### config.mk
export PLATFORM = sky130hd
export DESIGN_NAME = aes_ctr_stream_flat
export DESIGN_NICKNAME = d
export VERILOG_FILES = /design/src/rtl/aes_ctr_stream_if.sv /design/src/rtl/aes_ctr_stream.sv /design/src/flat_wrapper.sv
export SDC_FILE = /design/constraint.sdc
export NUM_CORES = 1
export LEC_CHECK = 0
export ABC_AREA = 1
export CORE_AREA = 2 2 461 463
export CTS_BUF_LIST = sky130_fd_sc_hd__clkbuf_4
export DETAILED_ROUTE_END_ITERATION = 10
export DIE_AREA = 0 0 463 465
export PLACE_DENSITY_LB_ADDON = 0.05
export SYNTH_ARGS = -nofsm -noshare
export SYNTH_HDL_FRONTEND = slang
export SYNTH_SLANG_ARGS = --single-unit
### constraint.sdc
create_clock -name clk_i -period 3.56 [get_ports clk_i]
set_input_delay 0.712 -clock clk_i [delete_from_list [all_inputs] [get_ports clk_i]]
set_output_delay 0.712 -clock clk_i [all_outputs]
set_load 0.01 [all_outputs]
### src/rtl/aes_ctr_stream_if.sv
// aes_ctr_stream_if: 128-bit valid/ready block stream with end-of-message marker.
interface aes_ctr_stream_if;
    logic         valid;
    logic         ready;
    logic [127:0] data;
    logic         last;
    modport master (output valid, data, last, input ready);
    modport slave  (input valid, data, last, output ready);
endinterface

### src/rtl/aes_ctr_stream.sv
// aes_ctr_stream: AES-CTR wrapper around a single-block encryption core; owns
// key/mode/IV configuration, counter generation and keystream XOR.
module aes_ctr_stream #(
    parameter int CTR_WIDTH = 32
) (
    input  logic                  clk_i,
    input  logic                  rst_ni,
    input  logic                  cfg_load_i,
    input  logic [1:0]            cfg_mode_i,
    input  logic [255:0]          cfg_key_i,
    input  logic [127:0]          cfg_iv_i,
    aes_ctr_stream_if.slave       s_if,
    aes_ctr_stream_if.master      m_if,
    output logic                  core_start_o,
    output logic [1:0]            core_mode_o,
    output logic [255:0]          core_key_o,
    output logic [127:0]          core_block_o,
    input  logic [127:0]          core_result_i,
    input  logic                  core_done_i,
    output logic                  cfg_valid_o,
    output logic                  busy_o,
    output logic                  err_mode_o
);
    typedef enum logic [1:0] {IDLE, ISSUE, WAIT, OUT} state_t;
    // Only the low CTR_WIDTH bits of the counter block increment; the rest never carry.
    localparam logic [127:0] CTR_MASK = (CTR_WIDTH >= 128) ? '1 : ((128'd1 << CTR_WIDTH) - 128'd1);
    state_t         state_q;
    logic [1:0]     mode_q;
    logic [255:0]   key_q;
    logic [127:0]   iv_q, ctr_q, ctr_d, data_q, m_data_q;
    logic           last_q, m_last_q, m_valid_q, start_q, done_q, cfg_valid_q, err_q;
    logic           accept;
    assign accept = s_if.valid && s_if.ready;
    assign ctr_d  = (ctr_q & ~CTR_MASK) | ((ctr_q + 128'd1) & CTR_MASK);
    always_ff @(posedge clk_i or negedge rst_ni) begin
        if (!rst_ni) begin
            state_q     <= IDLE;
            mode_q      <= '0;
            key_q       <= '0;
            iv_q        <= '0;
            ctr_q       <= '0;
            data_q      <= '0;
            last_q      <= 1'b0;
            m_data_q    <= '0;
            m_last_q    <= 1'b0;
            m_valid_q   <= 1'b0;
            start_q     <= 1'b0;
            done_q      <= 1'b0;
            cfg_valid_q <= 1'b0;
            err_q       <= 1'b0;
        end else begin
            done_q <= core_done_i;
            case (state_q)
                IDLE: begin
                    if (accept) begin
                        data_q  <= s_if.data;
                        last_q  <= s_if.last;
                        start_q <= 1'b1;
                        state_q <= ISSUE;
                    end else if (cfg_load_i) begin
                        if (cfg_mode_i == 2'b11) begin
                            err_q <= 1'b1;
                        end else begin
                            mode_q      <= cfg_mode_i;
                            key_q       <= cfg_key_i;
                            iv_q        <= cfg_iv_i;
                            ctr_q       <= cfg_iv_i;
                            cfg_valid_q <= 1'b1;
                        end
                    end
                end
                ISSUE: begin
                    start_q <= 1'b0;
                    state_q <= WAIT;
                end
                WAIT: begin
                    // A done level left over from the previous block is not a completion.
                    if (core_done_i && !done_q) begin
                        m_data_q  <= data_q ^ core_result_i;
                        m_last_q  <= last_q;
                        m_valid_q <= 1'b1;
                        ctr_q     <= ctr_d;
                        state_q   <= OUT;
                    end
                end
                OUT: begin
                    if (m_if.ready) begin
                        m_valid_q <= 1'b0;
                        ctr_q     <= m_last_q ? iv_q : ctr_q;
                        state_q   <= IDLE;
                    end
                end
                default: state_q <= IDLE;
            endcase
        end
    end
    assign s_if.ready   = (state_q == IDLE) && cfg_valid_q;
    assign m_if.valid   = m_valid_q;
    assign m_if.data    = m_data_q;
    assign m_if.last    = m_last_q;
    assign core_start_o = start_q;
    assign core_mode_o  = mode_q;
    assign core_key_o   = key_q;
    assign core_block_o = ctr_q;
    assign cfg_valid_o  = cfg_valid_q;
    assign busy_o       = state_q != IDLE;
    assign err_mode_o   = err_q;
endmodule

### src/flat_wrapper.sv
// flat-port wrapper written by rule: the top's interface ports become plain ports
module aes_ctr_stream_flat 
#(
    parameter int CTR_WIDTH = 32
)
  (clk_i, rst_ni, cfg_load_i, cfg_mode_i, cfg_key_i, cfg_iv_i, core_start_o, core_mode_o, core_key_o, core_block_o, core_result_i, core_done_i, cfg_valid_o, busy_o, err_mode_o, s_if_valid, s_if_data, s_if_last, s_if_ready, m_if_valid, m_if_data, m_if_last, m_if_ready);
  aes_ctr_stream_if s_if_i ();
  aes_ctr_stream_if m_if_i ();
  input  logic clk_i;
  input  logic rst_ni;
  input  logic cfg_load_i;
  input  logic [1:0] cfg_mode_i;
  input  logic [255:0] cfg_key_i;
  input  logic [127:0] cfg_iv_i;
  output logic core_start_o;
  output logic [1:0] core_mode_o;
  output logic [255:0] core_key_o;
  output logic [127:0] core_block_o;
  input  logic [127:0] core_result_i;
  input  logic core_done_i;
  output logic cfg_valid_o;
  output logic busy_o;
  output logic err_mode_o;
  input wire logic [$bits(s_if_i.valid)-1:0] s_if_valid;
  input wire logic [$bits(s_if_i.data)-1:0] s_if_data;
  input wire logic [$bits(s_if_i.last)-1:0] s_if_last;
  output wire logic [$bits(s_if_i.ready)-1:0] s_if_ready;
  output wire logic [$bits(m_if_i.valid)-1:0] m_if_valid;
  output wire logic [$bits(m_if_i.data)-1:0] m_if_data;
  output wire logic [$bits(m_if_i.last)-1:0] m_if_last;
  input wire logic [$bits(m_if_i.ready)-1:0] m_if_ready;
  assign s_if_i.valid = s_if_valid;
  assign s_if_i.data = s_if_data;
  assign s_if_i.last = s_if_last;
  assign s_if_ready = s_if_i.ready;
  assign m_if_valid = m_if_i.valid;
  assign m_if_data = m_if_i.data;
  assign m_if_last = m_if_i.last;
  assign m_if_i.ready = m_if_ready;
  aes_ctr_stream #(.CTR_WIDTH(CTR_WIDTH)) u_core (.clk_i(clk_i), .rst_ni(rst_ni), .cfg_load_i(cfg_load_i), .cfg_mode_i(cfg_mode_i), .cfg_key_i(cfg_key_i), .cfg_iv_i(cfg_iv_i), .s_if(s_if_i), .m_if(m_if_i), .core_start_o(core_start_o), .core_mode_o(core_mode_o), .core_key_o(core_key_o), .core_block_o(core_block_o), .core_result_i(core_result_i), .core_done_i(core_done_i), .cfg_valid_o(cfg_valid_o), .busy_o(busy_o), .err_mode_o(err_mode_o));
endmodule
==> metrics.txt, run 1 <==
Chip Height 465 um; worst slew pin tran 1.02 ns; Clock transition at path regs 0.06 ns; gpl congestion 0.802; RSZ-0062 raised after global routing false; Synth Cell Area 0.0324 mm2; power density of the placed cells 788 mW/mm2; element type at the critical path start register; endpoint kind of the worst setup timing path output pin; worst hold path type in -> reg; fin nets 6233; placeable core area 0.211 mm2; width of the chip 463 um; number of antenna violations at the first check in global routing 85; number of buffers inserted during clock tree synthesis 287; Clock Root Buffer clkbuf_4; number of setup buffers added after CTS 0; CP Cell Sequence inv_1 > ha_4 > nand2_1 > inv_1 > clkdlybuf4s15_2; Static Leak 26.2 nW; combined flip-flop and latch cell area 0.0195 mm2; Post-Synthesis Mean Instance Area 8.94 um2; number of clock sinks seen by CTS 779; time the final worst path needs with I/O delays and setup 3.20 ns; result of the run finished, final reports clean; Filler cells 23006; worst slew margin relative to its limit 31.7%; first-pass iteration count of the detailed router 5; Placement Cell Area 0.0476 mm2; clock tree from TritonCTS yes; proportion of layout cells with a drive suffix above 1 9.08%; critical path class reg -> out; multi-input combinational cell area 0.0105 mm2; Detailed Route Iter0 Violations 1485; sequential-to-total area share from yosys stat 60.1%; Residual DRC 0; most frequent cell on the critical path inv_1; routed wirelength normalized by instance count 20.4 um; floorplan row count 169; Max stage delay cell, worst path dfrtp_1; kind of cell adding the most delay to the critical path buffers and inverters; net switching power of the design 17.8 mW; register share of total power 34.5%; Max IR drop VDD 0.529 mV; HPWL Detailed 130 mm; proportion of power drawn by combinational gates 42.9%; WP data required 2.85 ns; detailed-route vias per instance 3.68; Worst Clk Skew 0.0974 ns; number of synthesis warnings 0; vias in the first global route 33608; switching portion of total power 39.3%; routed wire length 175 mm; reg2reg path depth 8; Final Hold Fails 0; global-route usage over all layers 16.0%; critical path fanouts, max 5; worst setup slack after layout 0.365 ns; Fin Setup TNS 0 ns; Arrival @ worst endpoint 2.48 ns; max frequency 313 MHz; Final setup viols 0; number of antenna-violating nets in the routed design 0; final design instance area without fill 0.0574 mm2; Max Cap Violations 0; part of the cycle the worst path needs 89.8%; count of cell types in the netlist 31; Bufs on Longest Clock Path 4; final count of pins violating max slew 0; Synth Net Count 4281; total grt overflow 0; Worst path depth 5; relative area change from synthesis to final layout 77.1%; first-pass GRT wire length 251 mm; Clock H-tree levels 5; worst slack on hold paths 0.252 ns; number of instances in the synthesized netlist 3627; insertion delay to the later sink of the worst-skew pair 1.29 ns; initial cell density of the core 15.4%; max incr delay on CP 0.43 ns; number of top-level design ports 1170; maximum number of pins on one net before global-route repair 132; worst hold path depth 3; final core area utilization 27.2%; share of power burned in the clock network 22.6%; buffers added on ports 1169; number of cells in the finished layout apart from fillers 8599; vias after detailed routing 31602; number of buffers and inverters on the critical path 3; overall power of the completed layout 45.3 mW; pre-CTS setup slack 0.686 ns; Yosys reg bits 779; total instance count after detailed placement 7474; Cell Int Power 27.5 mW; die area 0.215 mm2
[cells in the final DEF, fill, tap and decap left out, drive strengths merged]
master and instances:
clkdlybuf4s50 1166, nand2 1143, dfrtp 779, o21ai 644
dlygate4sd3 636, clkbuf 434, inv 425, xnor2 129
nor2 112, a22oi 101, buf 57, nand3 45
diode 32, a21oi 28, clkinv 16, or2 9
ha 5, nor3 4, o21bai 3, bufinv 2
nand4 1, o31ai 1, xor2 1, a221oi 1
o211ai 1, a2bb2oi 1, clkdlybuf4s15 1, dlygate4sd2 1
[repair_timing]
| action | in CTS | in global routing |
|---|---|---|
| hold buffers | 637 | 0 |
| endpoints found under the setup margin | 3 | 0 |
| hold endpoints to repair | 1464 | 0 |
| gates resized for setup | 7 | 0 |
[worst register-to-register path, cell delays in order (launching register included)]
cell and delay (ns):
dfrtp_1 0.43, inv_1 0.17, ha_1 0.38, buf_4 0.31, inv_1 0.18, nand2_4 0.28
buf_12 0.39, nand2_1 0.19, o21ai_0 0.09
[registers in the layout (all words and copies together) (netlist names)]
| signal | flops |
|---|---|
| u_core.iv_q | 128 |
| u_core.core_block_o | 128 |
| u_core.state_q | 2 |
| u_core.done_q | 1 |
| u_core.last_q | 1 |
| u_core.core_start_o | 1 |
| u_core.data_q | 128 |
| u_core.m_if.last | 1 |
| u_core.core_mode_o | 2 |
| u_core.err_mode_o | 1 |
| u_core.core_key_o | 256 |
| u_core.m_if.data | 128 |
| u_core.cfg_valid_o | 1 |
| u_core.m_if.valid | 1 |
[cell families after synthesis]
group                      share of synthesized area, %
and+or+nand+nor                                    15.6
buffers and inverters                              7.74
adders and majority gates                         0.193
xor gates and xnor gates                           3.51
AOI/OAI and AO/OA                                  12.9
DFF                                                60.1
[synth_stat cells (all sizes together)]
master	n	share of area [%]
nand2	1143	13
a22oi	101	2.3
o21bai	3	0.069
nor3	4	0.077
inv	421	4.9
o21ai	644	9.9
nand4	1	0.019
xor2	1	0.027
a21oi	28	0.43
ha	5	0.19
buf	93	1.6
xnor2	129	3.5
a221oi	1	0.027
o31ai	1	0.023
nand3	45	0.71
o211ai	1	0.039
or2	9	0.17
dfrtp	779	60
nor2	112	1.3
clkbuf	105	1.2
a2bb2oi	1	0.027
[power groups by stage]
stage | logic (mW) | clock network, mW | registers [mW]
2_1_floorplan | 7.16 | 0 | 16.4
3_3_place_gp | 19.3 | 0 | 15.7
3_5_place_dp | 19.3 | 0 | 15.7
4_1_cts | 20.1 | 10.9 | 15.6
5_1_grt | 21.6 | 11.4 | 16.2
6_report | 19.4 | 10.2 | 15.6
[layer usage]
metal,track usage (%),part of all wire (%),vias to the layer above
met2,26.0,46,1109
met1,19.5,42,14579
met4,4.40,2.3,48
li1,-,-,15493
met3,6.57,8.6,373
met5,0,0.17,-
[worst paths after layout]
kind / start / endpoint / slack, ns
worst min-delay path: cfg_mode_i[0] / u_core.core_mode_o[0] / 0.25
worst max register to register: u_core.state_q[0] / u_core.core_block_o[57] / 1.03
min in group asynchronous: rst_ni / u_core.core_block_o[34] / 0.35
worst min register to register: u_core.core_key_o[110] / u_core.core_key_o[110] / 0.48
max in group asynchronous: rst_ni / u_core.core_block_o[101] / 2.53
worst max-delay path: u_core.state_q[0] / s_if_ready / 0.36
[cell type report]
type | count | area share (%)
Timing Repair Buffer | 1861 | 32.8
Clock inverter | 22 | 0.235
Antenna cell | 32 | 0.139
Clock buffer | 434 | 5.67
Tap cell | 2821 | 6.15
Inverter | 421 | 2.76
Multi-Input combinational cell | 2229 | 18.3
Sequential cell | 779 | 33.9
Note: power is estimated with default switching activity, not from simulation.
==> run 2, diff against run 1 <==
- CORE_AREA: 2 2 461 463 -> 2 2 460 462
- DIE_AREA: 0 0 463 465 -> 0 0 462 464
==> run 2 against run 1 <==
Total power is 0.55% lower. Cell count is 0.22% lower. Sequential power hardly changed. Clock power hardly changed. Die area is 0.43% lower. Critical path depth stayed put. Register-to-register slack worse by 0.21 ns. Clock-buffer cell count is 8 lower. Flip-flop and latch count stayed put. Clock skew is 0.035 ns higher. Setup slack better by 0.0064 ns.
==> metrics.txt, run 2 (synthesis results as in run 1) <==
CP Cell Sequence inv_1 > ha_4 > nand2_1 > inv_1 > dlygate4sd2_1; total instance count after detailed placement 7474 (unchanged); initial cell density of the core 15.5% (+0.12 points); final count of pins violating max slew 0 (unchanged); Chip Height 464 um (-0.22%); power density of the placed cells 786 mW/mm2 (-0.35%); HPWL Detailed 128 mm (-1.1%); Max IR drop VDD 0.899 mV (+70%); worst slew margin relative to its limit 28.0% (-3.7 points); worst slack on hold paths 0.193 ns (-0.0588 ns); time the final worst path needs with I/O delays and setup 3.19 ns (-0.00636 ns); floorplan row count 168 (-0.59%); endpoint kind of the worst setup timing path output pin; setup slack of the most critical reg-to-reg path 0.82 ns (-0.21 ns); element type at the critical path start register; number of cells in the finished layout apart from fillers 8580 (-0.22%); pre-CTS setup slack 0.712 ns (+0.0255 ns); vias in the first global route 33461 (-0.44%); Fin Setup TNS 0 ns (unchanged); routed wirelength normalized by instance count 20.2 um (-0.82%); Clock Root Buffer clkbuf_4; number of buffers and inverters on the critical path 3 (unchanged); result of the run finished, final reports clean; Clock H-tree levels 5 (unchanged); Clock transition at path regs 0.06 ns (about the same); Detailed Route Iter0 Violations 1553 (+4.6%); RSZ-0062 raised after global routing false; detailed-route vias per instance 3.70 (+0.63%); maximum number of pins on one net before global-route repair 127 (-3.8%); Max stage delay cell, worst path dfrtp_1; Final Hold Fails 0 (unchanged); critical path class reg -> out; Max Cap Violations 0 (unchanged); worst setup slack after layout 0.371 ns (+0.00636 ns); top library cells by usage in the layout, fill and taps aside clkdlybuf4s50_1, nand2_1, dfrtp_1; Arrival @ worst endpoint 2.48 ns (about the same); max frequency 314 MHz (+0.20%); placeable core area 0.209 mm2 (-0.79%); Static Leak 26.2 nW (about the same); Worst path depth 5 (unchanged); first-pass GRT wire length 248 mm (-1.3%); buffers added on ports 1169 (unchanged); Final setup viols 0 (unchanged); total grt overflow 0 (unchanged); most frequent standard cell in the layout excluding fill and tap cells clkdlybuf4s50_1; part of the cycle the worst path needs 89.6% (-0.18 points); first-pass iteration count of the detailed router 6 (+1); clock tree from TritonCTS yes; global-route usage over all layers 15.9% (-0.17 points); Crit Reg-Reg Startpoint u_core.state_q[0]; insertion delay to the later sink of the worst-skew pair 1.27 ns (-0.02 ns); timing startpoint of the critical path u_core.state_q[0]; most frequent cell on the critical path inv_1; overall power of the completed layout 45.0 mW (-0.55%); fin nets 6228 (-0.080%); critical register-to-register path endpoint u_core.core_block_o[58]; Worst Clk Skew 0.132 ns (+0.0351 ns); reg2reg path depth 10 (+2); proportion of layout cells with a drive suffix above 1 9.22% (+0.13 points); Bufs on Longest Clock Path 4 (unchanged); number of clock sinks seen by CTS 779 (unchanged); routed wire length 173 mm (-1.0%); vias after detailed routing 31730 (+0.41%); number of antenna violations at the first check in global routing 81 (-4.7%); number of top-level design ports 1170 (unchanged); capture point of the critical path s_if_ready; number of buffers inserted during clock tree synthesis 284 (-1.0%); Residual DRC 0 (unchanged); kind of cell adding the most delay to the critical path buffers and inverters; width of the chip 462 um (-0.22%); die area 0.214 mm2 (-0.43%); number of antenna-violating nets in the routed design 0 (unchanged); flip-flop count of the largest register, all copies and words added 256 (unchanged); WP data required 2.85 ns (about the same); worst slew pin tran 1.08 ns (+0.0558 ns); gpl congestion 0.797 (-0.61%); max incr delay on CP 0.42 ns (about the same); worst hold path type in -> reg; critical path fanouts, max 5 (unchanged); relative area change from synthesis to final layout 76.7%
run 2: cell types whose count changed in the layout (fill, tap and decap cells not counted):
cell / before / now
buf_12: 29 / 32
dlygate4sd2_1: 1 / 2
clkdlybuf4s15_2: 1 / 0
clkinv_1: 16 / 17
dfrtp_1: 778 / 779
dfrtp_2: 1 / 0
bufinv_16: 2 / 1
dlygate4sd3_1: 636 / 618
buf_4: 27 / 40
diode_2: 32 / 37
clkbuf_4: 434 / 426
inv_2: 6 / 8
run 2: worst min-delay path, delay by kind of cell:
kind | cells | cell delay (ns)
buffers and inverters | 1 | 0.42
AO/OA/AOI/OAI | 1 | 0.07
XOR/XNOR | 1 | 0.17
run 2: what timing repair did:
action / CTS / global route
hold buffers: 619 / 0
gates resized for setup: 4 / 0
setup buffers: 0 / 0
endpoints found under the hold margin: 1105 / 0
endpoints found under the setup margin: 2 / 0
run 2: metal layers:
metal	part of all wire, %	global-route usage, %	vias to the layer above
met4	2.3	4.13	38
met5	0.15	0	-
li1	-	-	15479
met2	46	25.9	1117
met1	42	19.4	14747
met3	8.6	6.07	349
run 2: power breakdown:
part | total [mW] | internal (mW) | switching (mW)
clock | 10.0 | 5.43 | 4.58
combinational | 19.4 | 8.96 | 10.5
sequential | 15.6 | 12.9 | 2.66
total | 45.0 | 27.3 | 17.7
run 2: final cells by class:
| cell class | count | area (um2) |
|---|---|---|
| diodes | 37 | 92.6 |
| clock buffers | 426 | 3200 |
| clock inverters | 24 | 116 |
| fillers | 22793 | 152000 |
| inverters | 421 | 1590 |
| multi-input cells | 2229 | 10500 |
| flip-flops and latches | 779 | 19500 |
| well taps | 2805 | 3510 |
| repair buffers | 1859 | 18800 |
run 2: worst min-delay path by stage:
stage	start	end	depth (start not counted)
2_1_floorplan	rst_ni	u_core.cfg_valid_o	0
3_3_place_gp	u_core.core_key_o[72]	u_core.core_key_o[72]	2
3_5_place_dp	u_core.core_block_o[75]	u_core.core_block_o[75]	2
4_1_cts	core_result_i[76]	u_core.m_if.data[76]	3
5_1_grt	cfg_iv_i[21]	u_core.iv_q[21]	3
6_report	core_result_i[81]	u_core.m_if.data[81]	3
run 2: stage by stage:
step                      cell area (um2)  util [%]
after floorplan                     32400         -
after global placement              47700      22.8
after detailed placement            47700      22.8
after CTS                           57200      27.4
after global routing                57300      27.4
final                               57300      27.4
==> run 3, diff against run 2 <==
- CORE_AREA: 2 2 460 462 -> 2 2 457 459
- DIE_AREA: 0 0 462 464 -> 0 0 459 461
==> run 3 against run 2 <==
Flip-flop and latch count stayed put. Critical path depth is 4 lower. Clock skew is 0.065 ns lower. Die area is 1.3% lower. Maximum frequency is 1.6% lower. Worst hold slack better by 0.059 ns. Register-to-register slack better by 0.03 ns. Wire length is 1.2% lower. Via count is 0.43% lower. Final area is 0.12% lower. Setup slack worse by 0.052 ns. Critical path type unchanged. Critical endpoint is now core_block_o[27].
==> metrics.txt, run 3 (synthesis results as in run 1) <==
result of the run finished, final reports clean; multi-input combinational cell area 0.0105 mm2 (about the same); length of routed met3 wiring 15.0 mm (-0.12%); Max stage delay cell, worst path clkdlybuf4s50_1; Clock Root Buffer clkbuf_4; max incr delay on CP 0.80 ns (+0.38 ns); width of the chip 459 um (-0.65%); placeable core area 0.206 mm2 (-1.3%); flip-flop count of the largest register, all copies and words added 256 (unchanged); Final Hold Fails 0 (unchanged); Fin Setup TNS 0 ns (unchanged); number of clock sinks seen by CTS 779 (unchanged); top library cells by usage in the layout, fill and taps aside clkdlybuf4s50_1, nand2_1, dfrtp_1; Worst Clk Skew 0.0674 ns (-0.0651 ns); relative area change from synthesis to final layout 76.5%; Filler cells 22402 (-1.7%); vias after detailed routing 31593 (-0.43%); routed length on met2 79.0 mm (-1.9%); proportion of layout cells with a drive suffix above 1 9.18% (-0.038 points); global-route usage over all layers 15.8% (about the same); die area 0.212 mm2 (-1.3%); RSZ-0062 raised after global routing false; reg2reg path depth 8 (-2); max frequency 309 MHz (-1.6%); buffers added on ports 1169 (unchanged); number of setup buffers added after CTS 0 (unchanged); capture point of the critical path core_block_o[27]; initial cell density of the core 15.7% (+0.20 points); floorplan row count 167 (-0.60%); Detailed Route Iter0 Violations 1523 (-1.9%); Crit Reg-Reg Startpoint u_core.state_q[0]; number of top-level design ports 1170 (unchanged); worst hold path depth 3 (unchanged); Clock H-tree levels 5 (unchanged); power density of the placed cells 786 mW/mm2 (about the same); worst setup slack after layout 0.319 ns (-0.0516 ns); final count of pins violating max slew 0 (unchanged); Max IR drop VDD 0.838 mV (-6.8%); HPWL Detailed 128 mm (-0.57%); most frequent standard cell in the layout excluding fill and tap cells clkdlybuf4s50_1; pre-CTS setup slack 0.683 ns (-0.0287 ns); clock tree from TritonCTS yes; highest metal used met5; Met1 Wirelength 73.1 mm (-0.65%); time the final worst path needs with I/O delays and setup 3.24 ns (+0.0516 ns); number of antenna-violating nets in the routed design 0 (unchanged); gpl congestion 0.791 (-0.79%); Arrival @ worst endpoint 2.53 ns (+0.05 ns); worst slew margin relative to its limit 20.0% (-7.9 points); timing startpoint of the critical path u_core.core_block_o[27]; Max Cap Violations 0 (unchanged); Residual DRC 0 (unchanged); worst hold path type in -> reg; overall power of the completed layout 45.0 mW (about the same); Worst path depth 1 (-4); routed wirelength normalized by instance count 20.2 um (about the same); Final setup viols 0 (unchanged); number of buffers and inverters on the critical path 1 (-2); vias in the first global route 33307 (-0.46%); maximum number of pins on one net before global-route repair 132 (+3.9%); element type at the critical path start register; critical path fanouts, max 7 (+2); part of the cycle the worst path needs 91.0% (+1.4 points); number of buffers inserted during clock tree synthesis 284 (unchanged); CP Cell Sequence clkdlybuf4s50_1; critical register-to-register path endpoint u_core.core_block_o[18]; Static Leak 26.2 nW (about the same); total grt overflow 0 (unchanged); setup slack of the most critical reg-to-reg path 0.85 ns (+0.03 ns); worst slew pin tran 1.20 ns (+0.119 ns); first-pass GRT wire length 244 mm (-1.5%); first-pass iteration count of the detailed router 5 (-1); kind of cell adding the most delay to the critical path buffers and inverters; endpoint kind of the worst setup timing path output pin; WP data required 2.85 ns (about the same); detailed-route vias per instance 3.73 (+0.84%); insertion delay to the later sink of the worst-skew pair 1.27 ns (about the same); Clock transition at path regs 0.06 ns (about the same); Chip Height 461 um (-0.65%); number of antenna violations at the first check in global routing 77 (-4.9%); critical path class reg -> out; Bufs on Longest Clock Path 4 (unchanged); routed wire length 171 mm (-1.2%); fin nets 6241 (+0.21%); combined flip-flop and latch cell area 0.0195 mm2 (unchanged)
[run 3: cell types whose count changed in the layout (fill, tap and decap cells not counted)]
cell / delta
diode_2: -9
inv_2: -1
ha_4: -1
clkdlybuf4s15_2: +1
clkdlybuf4s50_1: -1
dlygate4sd3_1: +17
buf_12: -5
clkinv_1: -12
buf_4: +1
ha_2: +1
bufinv_16: +2
[run 3: power breakdown]
group	leakage [nW]	switching, mW	internal [mW]
Sequential	9.76	2.62	12.9
Clock	2.03	4.54	5.55
Combinational	14.4	10.4	8.94
[run 3: how the worst min path moves through the flow]
stage	from	to	slack (ns)
after global routing	core_result_i[1]	u_core.m_if.data[1]	0.07
final	core_result_i[1]	u_core.m_if.data[1]	0.25
after CTS	core_result_i[1]	u_core.m_if.data[1]	0.002
after floorplan	rst_ni	u_core.cfg_valid_o	0.42
after detailed placement	u_core.core_key_o[148]	u_core.core_key_o[148]	0.47
after global placement	u_core.core_block_o[51]	u_core.core_block_o[51]	0.47
[run 3: stage by stage]
step / hold slack [ns] / area (um2) / utilization (%) / cells
global placement: 0.465 / 47500 / 23.0 / 7369
CTS: 0.00165 / 57200 / 27.7 / 8444
floorplan: 0.416 / 32400 / - / 3627
detailed placement: 0.471 / 47500 / 23.0 / 7369
finish: 0.252 / 57200 / 27.7 / 8472
global route: 0.0745 / 57200 / 27.7 / 8459
[run 3: final cells by class]
cell class / instances / area share (%)
Antenna cell: 28 / 0.122
Inverter: 421 / 2.77
Clock buffer: 426 / 5.59
Multi-Input combinational cell: 2229 / 18.3
Clock inverter: 13 / 0.223
Timing Repair Buffer: 1872 / 33.0
Tap cell: 2704 / 5.91
Sequential cell: 779 / 34.1
[run 3: per-layer routing]
metal | GRT usage [%] | vias up
met4 | 4.60 | 58
li1 | - | 15482
met2 | 25.4 | 1083
met5 | 0 | -
met3 | 6.45 | 328
met1 | 19.4 | 14642
[run 3: timing repair]
item                                    4_1_cts  5_1_grt
hold endpoints to repair                   1415        0
gates resized for setup                       6        0
hold buffers                                636        0
endpoints found under the setup margin        3        0
